$ cat config.mk
export PLATFORM = sky130hd
export DESIGN_NAME = prng_ctrl_flat
export DESIGN_NICKNAME = d
export VERILOG_FILES = /design/src/rtl/prng_ctrl_if.sv /design/src/rtl/prng_ctrl.sv /design/src/flat_wrapper.sv
export SDC_FILE = /design/constraint.sdc
export NUM_CORES = 1
export LEC_CHECK = 0
export CAP_MARGIN = 20
export CORE_MARGIN = 2
export CORE_UTILIZATION = 44
export CTS_CLUSTER_SIZE = 20
export DETAILED_ROUTE_END_ITERATION = 8
export PLACE_DENSITY = 0.82
export SETUP_SLACK_MARGIN = 0.2
export SLEW_MARGIN = 0
export SYNTH_ARGS = -nofsm -noshare
export SYNTH_HDL_FRONTEND = slang
export SYNTH_SLANG_ARGS = --single-unit
$ cat constraint.sdc
create_clock -name CLK -period 1.5 [get_ports CLK]
set_input_delay 0.45 -clock CLK [delete_from_list [all_inputs] [get_ports CLK]]
set_output_delay 0.45 -clock CLK [all_outputs]
set_load 0.03 [all_outputs]
$ cat src/rtl/prng_ctrl_if.sv
// Bundle of requester/generator signals shared by prng_ctrl and its environment.
// Optional seed-load inputs exist only when PRNG_CTRL_SEED_EN is defined.
// master = the controller side, slave = requesters plus generator.
interface prng_ctrl_if #(
    parameter int WORD_W = 8
);
    logic [1:0]        REQ;
    logic [1:0]        GNT;
    logic              RVALID;
    logic [WORD_W-1:0] RDATA;
    logic [1:0]        RACK;
    logic [1:0]        MODE;
    logic [3:0]        SEED;
    logic              SOUT;
`ifdef PRNG_CTRL_SEED_EN
    logic [3:0]        SEED_IN;
    logic              SEED_LD;

    modport master (
        input  REQ, RACK, SOUT, SEED_IN, SEED_LD,
        output GNT, RVALID, RDATA, MODE, SEED
    );
    modport slave (
        output REQ, RACK, SOUT, SEED_IN, SEED_LD,
        input  GNT, RVALID, RDATA, MODE, SEED
    );
`else
    modport master (
        input  REQ, RACK, SOUT,
        output GNT, RVALID, RDATA, MODE, SEED
    );
    modport slave (
        output REQ, RACK, SOUT,
        input  GNT, RVALID, RDATA, MODE, SEED
    );
`endif
endinterface

$ cat src/rtl/prng_ctrl.sv
// prng_ctrl: two-requester round-robin front end for a serial LFSR generator.
// A grant steps the generator WORD_W times, assembles the serial bits MSB
// first into a word, presents it with RVALID and waits for the owner's RACK.
// Optional seed loading is compiled in with macro PRNG_CTRL_SEED_EN.
module prng_ctrl #(
    parameter int WORD_W = 8
) (
    input  logic       CLK,
    input  logic       RSTn,
    prng_ctrl_if.master bus
);
    localparam int CNT_W = $clog2(WORD_W + 1);

`ifdef PRNG_CTRL_SEED_EN
    typedef enum logic [1:0] {S_IDLE = 2'd0, S_SEED = 2'd1, S_RUN = 2'd2, S_DONE = 2'd3} state_t;
`else
    typedef enum logic [1:0] {S_IDLE = 2'd0, S_RUN = 2'd2, S_DONE = 2'd3} state_t;
`endif

    state_t              r_state;
    state_t              w_state_next;
    logic [1:0]          r_gnt;
    logic                r_last;        // index of the requester granted last
    logic [CNT_W-1:0]    r_cnt;
    logic [WORD_W-2:0]   r_shift;       // MSB of the word never needs storing
    logic [WORD_W-1:0]   r_rdata;
    logic                r_rvalid;

    logic                w_start;
    logic                w_win;
    logic                w_ack;
    logic                w_last_bit;
    logic [WORD_W-1:0]   w_shift_next;
    logic                w_seed_pend;

    // Simultaneous requests go to the one not served last; otherwise the lone requester wins.
    assign w_win        = (bus.REQ == 2'b11) ? ~r_last : bus.REQ[1];
    // Only the granted requester's acknowledge counts; r_gnt is zero outside a transaction.
    assign w_ack        = |(bus.RACK & r_gnt);
    assign w_shift_next = {r_shift, bus.SOUT};
    assign w_last_bit   = (r_state == S_RUN) && (r_cnt == CNT_W'(WORD_W - 1));

`ifdef PRNG_CTRL_SEED_EN
    logic        r_seed_pend;
    logic [3:0]  r_seed_val;

    // A pulse arriving in the same cycle as the IDLE decision counts as pending.
    assign w_seed_pend = r_seed_pend | bus.SEED_LD;

    // Capture seed pulses in any state; the IDLE->SEED transition consumes them.
    always_ff @(posedge CLK or negedge RSTn) begin
        if (!RSTn) begin
            r_seed_pend <= 1'b0;
            r_seed_val  <= 4'h0;
        end else begin
            if (bus.SEED_LD) begin
                r_seed_val <= bus.SEED_IN;
            end
            if (r_state == S_IDLE && w_seed_pend) begin
                r_seed_pend <= 1'b0;
            end else if (bus.SEED_LD) begin
                r_seed_pend <= 1'b1;
            end
        end
    end

    assign bus.SEED = (r_state == S_SEED) ? r_seed_val : 4'h0;
    assign bus.MODE = (r_state == S_RUN)  ? 2'b11 :
                      (r_state == S_SEED) ? 2'b01 : 2'b00;
`else
    assign w_seed_pend = 1'b0;
    assign bus.SEED    = 4'h0;
    assign bus.MODE    = (r_state == S_RUN) ? 2'b11 : 2'b00;
`endif

    // State register.
    always_ff @(posedge CLK or negedge RSTn) begin
        if (!RSTn) begin
            r_state <= S_IDLE;
        end else begin
            r_state <= w_state_next;
        end
    end

    // Next-state logic; a pending seed load beats a request seen in the same cycle.
    always_comb begin
        w_state_next = r_state;
        w_start      = 1'b0;
        case (r_state)
            S_IDLE: begin
                if (w_seed_pend) begin
`ifdef PRNG_CTRL_SEED_EN
                    w_state_next = S_SEED;
`endif
                end else if (|bus.REQ) begin
                    w_state_next = S_RUN;
                    w_start      = 1'b1;
                end
            end
`ifdef PRNG_CTRL_SEED_EN
            S_SEED: w_state_next = S_IDLE;
`endif
            S_RUN: begin
                if (w_last_bit) begin
                    w_state_next = S_DONE;
                end
            end
            S_DONE: begin
                if (w_ack) begin
                    w_state_next = S_IDLE;
                end
            end
            default: w_state_next = S_IDLE;
        endcase
    end

    // Grant, bit capture and result presentation.
    always_ff @(posedge CLK or negedge RSTn) begin
        if (!RSTn) begin
            r_gnt    <= 2'b00;
            r_last   <= 1'b1;
            r_cnt    <= '0;
            r_shift  <= '0;
            r_rdata  <= '0;
            r_rvalid <= 1'b0;
        end else begin
            if (w_start) begin
                r_gnt  <= w_win ? 2'b10 : 2'b01;
                r_last <= w_win;
                r_cnt  <= '0;
            end
            if (r_state == S_RUN) begin
                r_shift <= w_shift_next[WORD_W-2:0];
                r_cnt   <= r_cnt + CNT_W'(1);
                if (w_last_bit) begin
                    r_rdata  <= w_shift_next;
                    r_rvalid <= 1'b1;
                end
            end
            if (r_state == S_DONE && w_ack) begin
                r_rvalid <= 1'b0;
                r_gnt    <= 2'b00;
            end
        end
    end

    assign bus.GNT    = r_gnt;
    assign bus.RVALID = r_rvalid;
    assign bus.RDATA  = r_rdata;
endmodule
$ cat src/flat_wrapper.sv
// flat-port wrapper written by rule: the top's interface ports become plain ports
module prng_ctrl_flat 
#(
    parameter int WORD_W = 8
)
  (CLK, RSTn, bus_REQ, bus_RACK, bus_SOUT, bus_GNT, bus_RVALID, bus_RDATA, bus_MODE, bus_SEED);
  prng_ctrl_if #(.WORD_W(WORD_W)) bus_i ();
  input  logic CLK;
  input  logic RSTn;
  input wire logic [$bits(bus_i.REQ)-1:0] bus_REQ;
  input wire logic [$bits(bus_i.RACK)-1:0] bus_RACK;
  input wire logic [$bits(bus_i.SOUT)-1:0] bus_SOUT;
  output wire logic [$bits(bus_i.GNT)-1:0] bus_GNT;
  output wire logic [$bits(bus_i.RVALID)-1:0] bus_RVALID;
  output wire logic [$bits(bus_i.RDATA)-1:0] bus_RDATA;
  output wire logic [$bits(bus_i.MODE)-1:0] bus_MODE;
  output wire logic [$bits(bus_i.SEED)-1:0] bus_SEED;
  assign bus_i.REQ = bus_REQ;
  assign bus_i.RACK = bus_RACK;
  assign bus_i.SOUT = bus_SOUT;
  assign bus_GNT = bus_i.GNT;
  assign bus_RVALID = bus_i.RVALID;
  assign bus_RDATA = bus_i.RDATA;
  assign bus_MODE = bus_i.MODE;
  assign bus_SEED = bus_i.SEED;
  prng_ctrl #(.WORD_W(WORD_W)) u_core (.CLK(CLK), .RSTn(RSTn), .bus(bus_i));
endmodule
Word level (Yosys, flattened, before mapping) --
Cells that the tools add are included.
Operators by class: add/subtract/negate cells 1, equality and inequality tests 7, reduce and logical (&&, ||, !) cells 12, bitwise logic cells 2, muxes and demuxes 16
Operator list (number):
- $mux 2 | 7
- $mux 4 | 2
- $reduce_bool 2->1 | 4
- $eq 2x2->1 const B | 3
- $mux 1 | 6
- $ne 2x1->1 const B | 3
- $pmux 2 s3 | 1
- $add 4x1->4 const B | 1
- $eq 4x3->1 const B | 1
- $reduce_and 2->1 | 2
- $reduce_or 2->1 | 2
- $reduce_and 3->1 | 1
- $and 2x2->2 | 1
- $logic_and 1x1->1 | 2
- $logic_not 2->1 | 1
- $not 1->1 | 1
Storage, ports and cells: word-level logic and storage cells 45, bits in registers 25, input port bits 7

Longest topological paths before layout --
word-level depth 5, gate-level depth with buffers 4, mapped depth without buffers 3

Worst setup path after synthesis --
OpenSTA, ideal clock, no wires.
path type register to output, start register u_core.r_state[0], end output bus_MODE[0], required time 1.050 ns, slack -0.006 ns, buffers on the path 3, cell stages (with the launch flop) 5, arrival 1.056 ns, cell sequence dfrtp_1 > buf_4 > nor2b_2 > buf_2 > buf_4
On the way: word-level cells in the longest chain between the ends 2
Ends and longest elaborated chain:
- start: declaration | RTL line prng_ctrl.sv:20 | state_t r_state;
- start signal: assignment | RTL line prng_ctrl.sv:81 | r_state <= w_state_next;
- $eq 2x2->1 | RTL line prng_ctrl.sv:73 | assign bus.MODE = (r_state == S_RUN) ? 2'b11 : 2'b00;
- $mux 2 | RTL line prng_ctrl.sv:73
- end: declaration | RTL line flat_wrapper.sv:16 | output wire logic [$bits(bus_i.MODE)-1:0] bus_MODE;
Every way passes these cells.

Final worst setup path --
start register u_core.r_state[0], end output bus_MODE[1]
The elaborated chain is that of the path after synthesis.

==> out/summary.log <==
INFO  floorplanning  ioPinCount=24
INFO  layout         areaGrowthSynthToFinish=42.5%
INFO  layout         nNetsFinal=131
INFO  outcome        failed_checks=negative setup slack
INFO  global_routing grt_start_max_net_pins=22
INFO  timing         hold_viol_final=0
INFO  synth          netlist_top_cells_area=sky130_fd_sc_hd__dfrtp_1 (53%), sky130_fd_sc_hd__mux2_2 (18%), sky130_fd_sc_hd__buf_4 (4.6%)
INFO  timing         setup_viol=2
INFO  placement      post-place-ws=-334ps
INFO  synth          commonest_cells_in_the_synthesized_netlist=sky130_fd_sc_hd__dfrtp_1 (24), sky130_fd_sc_hd__mux2_2 (18), sky130_fd_sc_hd__buf_4 (7)
INFO  clocking       worstSkewPairLatency=320ps
INFO  timing         setup_total_negative_slack=-48.6ps
INFO  global_routing first_global_vias=768
INFO  clocking       cts-buffers-inserted=3
INFO  pwr            power.clock.fraction=7.3%
INFO  placement      placed_instances=138
INFO  timing         final_max_slew_viol_count=0
INFO  pwr            power_density=2570mW/mm²
INFO  synth          ys_seq_area_share=55.4%
INFO  timing         fin_worst_skew=11.2ps
INFO  detailed_routing avgViaCountPerCell=5.16
INFO  critical_path  regToRegStartpoint=u_core.r_state[0]$_DFFE_PN0P_
INFO  clocking       clk_pin_slew=130ps
INFO  global_routing grt_antenna_before_repair=0
INFO  synth          synth_top_area_share=53.1%
INFO  critical_path  reg2regPathDepth=5
INFO  detailed_routing antenna_left=0
INFO  critical_path  setup.worst_path.start=u_core.r_state[0]$_DFFE_PN0P_
INFO  outcome        outcome=finished, violations left
INFO  floorplanning  die-area=0.00299mm²
INFO  placement      place_hpwl=1470µm
INFO  detailed_routing firstDrtPassIters=4
INFO  clocking       tritoncts=yes
INFO  clocking       cts_buffer_depth=2
INFO  layout         utilization=65.6%
INFO  pwr            p_switching=1.61mW
INFO  synth          synth_top_area_cell=sky130_fd_sc_hd__dfrtp_1
INFO  synth          yosys_warnings=0
INFO  layout         stdcell_count=152
INFO  synth          synth-edff-count=0
INFO  detailed_routing detailroute.via_count=785
INFO  floorplanning  floorplan.rows=18
INFO  synth          postSynth.asyncResetShare=100%
INFO  clocking       cts_hold_repair.buffers=0
INFO  critical_path  worst_path_largest_cell_delay=450ps
INFO  critical_path  critical-path-top-delay-family=flip-flops
INFO  global_routing grt-ovfl-total=0
INFO  floorplanning  chipWidth=54.7µm
INFO  floorplanning  floorplan.core_area=0.00245mm²
INFO  critical_path  cp.arrival=1070ps
INFO  pwr            worst_ir_drop_vdd=1780µV
INFO  timing         hold_ws=370ps
INFO  critical_path  critical_path.endpoint_type=output pin
INFO  critical_path  critical_path_cell_list=nor2b_4 > buf_6
INFO  layout         num-fill-cells=171
INFO  layout         antenna_cells_inserted=0
INFO  global_routing gr-usage-all-layers=17.7%
INFO  layout         layout-drive-gt1-share=57.4%
INFO  critical_path  path_class=flop to output pin
INFO  synth          synth_most_common_cell=sky130_fd_sc_hd__dfrtp_1
INFO  clocking       cts_htree_levels=1
INFO  detailed_routing drt-wirelength-per-cell=15.2µm
INFO  synth          synth_seq_cells=25
INFO  pwr            power.static_leakage=0.786nW
INFO  pwr            power_frac_comb=60.4%
INFO  placement      gp_congestion=0.754
INFO  critical_path  crit_path_start_kind=flop
INFO  critical_path  cp_data_required_time=1050ps
INFO  critical_path  critical_path_peak_fanout=3
INFO  global_routing first_pass_grt_wire_length=3670µm
INFO  critical_path  worst_setup_path_endpoint=bus_MODE[1]
INFO  critical_path  crit_buf_inv=1
INFO  synth          primary_ff_master_synth=sky130_fd_sc_hd__dfrtp_1
INFO  critical_path  crit-reg2reg-capture=u_core.bus.RDATA[1]$_DFFE_PN0P_
INFO  critical_path  critical_path.slowest_cell=sky130_fd_sc_hd__dfrtp_2
INFO  placement      place.port_buffers=19
INFO  timing         post_route_fraction_of_the_period_consumed_by_the_critical_path=102%
INFO  layout         area.sequential=629µm²
INFO  layout         multi_input_comb_area=528µm²
INFO  clocking       clock_sink_count=25
INFO  pwr            netSwitchingFraction=38.8%
INFO  synth          synth_area=0.00113mm²
INFO  critical_path  cp_num_cells=2
INFO  detailed_routing drc_errors=0
INFO  clocking       clock-root-buffer=sky130_fd_sc_hd__clkbuf_4
INFO  detailed_routing route.final.wire_length=2300µm
INFO  timing         post-route-min-period=1520ps
INFO  floorplanning  initial_utilization=46.1%
INFO  pwr            p_seq_share=32.4%
INFO  pwr            internal_power=2.53mW
INFO  flow_run       max_cap_viol_count=0
INFO  critical_path  reg2reg_slack=40ps
INFO  detailed_routing drt-initial-drc-count=10
INFO  synth          yosys.cell_types.count=28
INFO  timing         maxClockFrequency=0.656GHz
INFO  synth          syn_avg_cell_area=13.3µm²
INFO  timing         final_worst_setup_slack=-24.4ps
INFO  timing         rsz0062_at_grt=true
INFO  floorplanning  die_height=54.7µm
INFO  worst_hold_path hold_wc_path_type=primary input to async pin
INFO  synth          number_of_standard_cells_after_synthesis=85
## registers in the layout (all words and copies together), names as in the netlist
name and count:
u_core.r_state 2, u_core.r_cnt 4, u_core.bus.GNT 2, u_core.bus.RDATA 8, u_core.r_last 1, u_core.r_shift 7
u_core.bus.RVALID 1
## worst min-delay path by stage
stage / startpoint / end / slack [ps] / cells after the start
after global placement: u_core.bus.RDATA[5]$_DFFE_PN0P_ / u_core.bus.RDATA[5]$_DFFE_PN0P_ / 490 / 1
final: RSTn / u_core.bus.GNT[0]$_DFFE_PN0P_ / 370 / 1
after detailed placement: u_core.r_shift[6]$_DFFE_PN0P_ / u_core.bus.RDATA[7]$_DFFE_PN0P_ / 490 / 1
after CTS: RSTn / u_core.bus.GNT[0]$_DFFE_PN0P_ / 360 / 1
after global routing: RSTn / u_core.bus.GNT[1]$_DFFE_PN0P_ / 360 / 1
after floorplan: RSTn / u_core.bus.GNT[0]$_DFFE_PN0P_ / 150 / 0
## layout by cell type, fill, tap and decap left out, drive strengths merged, types with 2 or more instances in the layout
master	Yosys	layout
mux2	18	18
conb	1	4
nor2	6	6
buf	9	32
dfrtp	24	24
nor2b	2	2
or2	2	2
clkbuf	0	3
nand2	2	2
a22o	4	4
o21ai	2	2
clkdlybuf4s50	0	5
nand4b	1	2
inv	2	2
## area by class of cell
| cell class | instances | share of cell area [%] |
|---|---|---|
| timing repair buffer | 38 | 23.5 |
| multi-input combinational | 53 | 32.8 |
| tap | 30 | 2.33 |
| clock inverter | 1 | 0.466 |
| clock buffer | 3 | 1.40 |
| sequential | 25 | 39.1 |
| inverter | 2 | 0.466 |
## what timing repair did
item | 4_1_cts | 5_1_grt
gates cloned | 1 | 0
buffers inserted | 7 | 2
pin swaps | 0 | 1
gates resized for setup | 85 | 17
endpoints found under the setup margin | 30 | 37
## per-stage QoR
stage | power, mW | area, µm²
floorplan | 2.69 | 1160
global placement | 3.13 | 1390
detailed placement | 3.21 | 1390
CTS | 3.86 | 1530
global route | 4.38 | 1610
finish | 4.14 | 1610
## cells by family after synthesis
kind of cell / after synthesis / synth area share (%)
AOI/OAI and AO/OA: 12 / 8.63
buffers and inverters: 11 / 6.75
other: 1 / 0.332
muxes: 18 / 17.9
and+or+nand+nor: 17 / 9.85
DFF: 25 / 55.4
adders and majority gates: 1 / 1.11
## power groups by stage
stage	logic, mW	registers [mW]	clock network [mW]
finish	2.50	1.34	0.301
global route	2.65	1.38	0.338
CTS	2.23	1.31	0.313
detailed placement	1.92	1.30	0
global placement	1.86	1.27	0
floorplan	1.19	1.50	0
## metal layers
| layer | GRT usage [%] | vias up | share of wire (%) |
|---|---|---|---|
| met3 | 3.55 | 4 | 3.9 |
| li1 | - | 367 | - |
| met2 | 28.4 | 18 | 49 |
| met5 | 0 | - | 0 |
| met1 | 22.9 | 396 | 45 |
| met4 | 8.33 | 0 | 1.2 |
(Power assumes the default switching activity.)
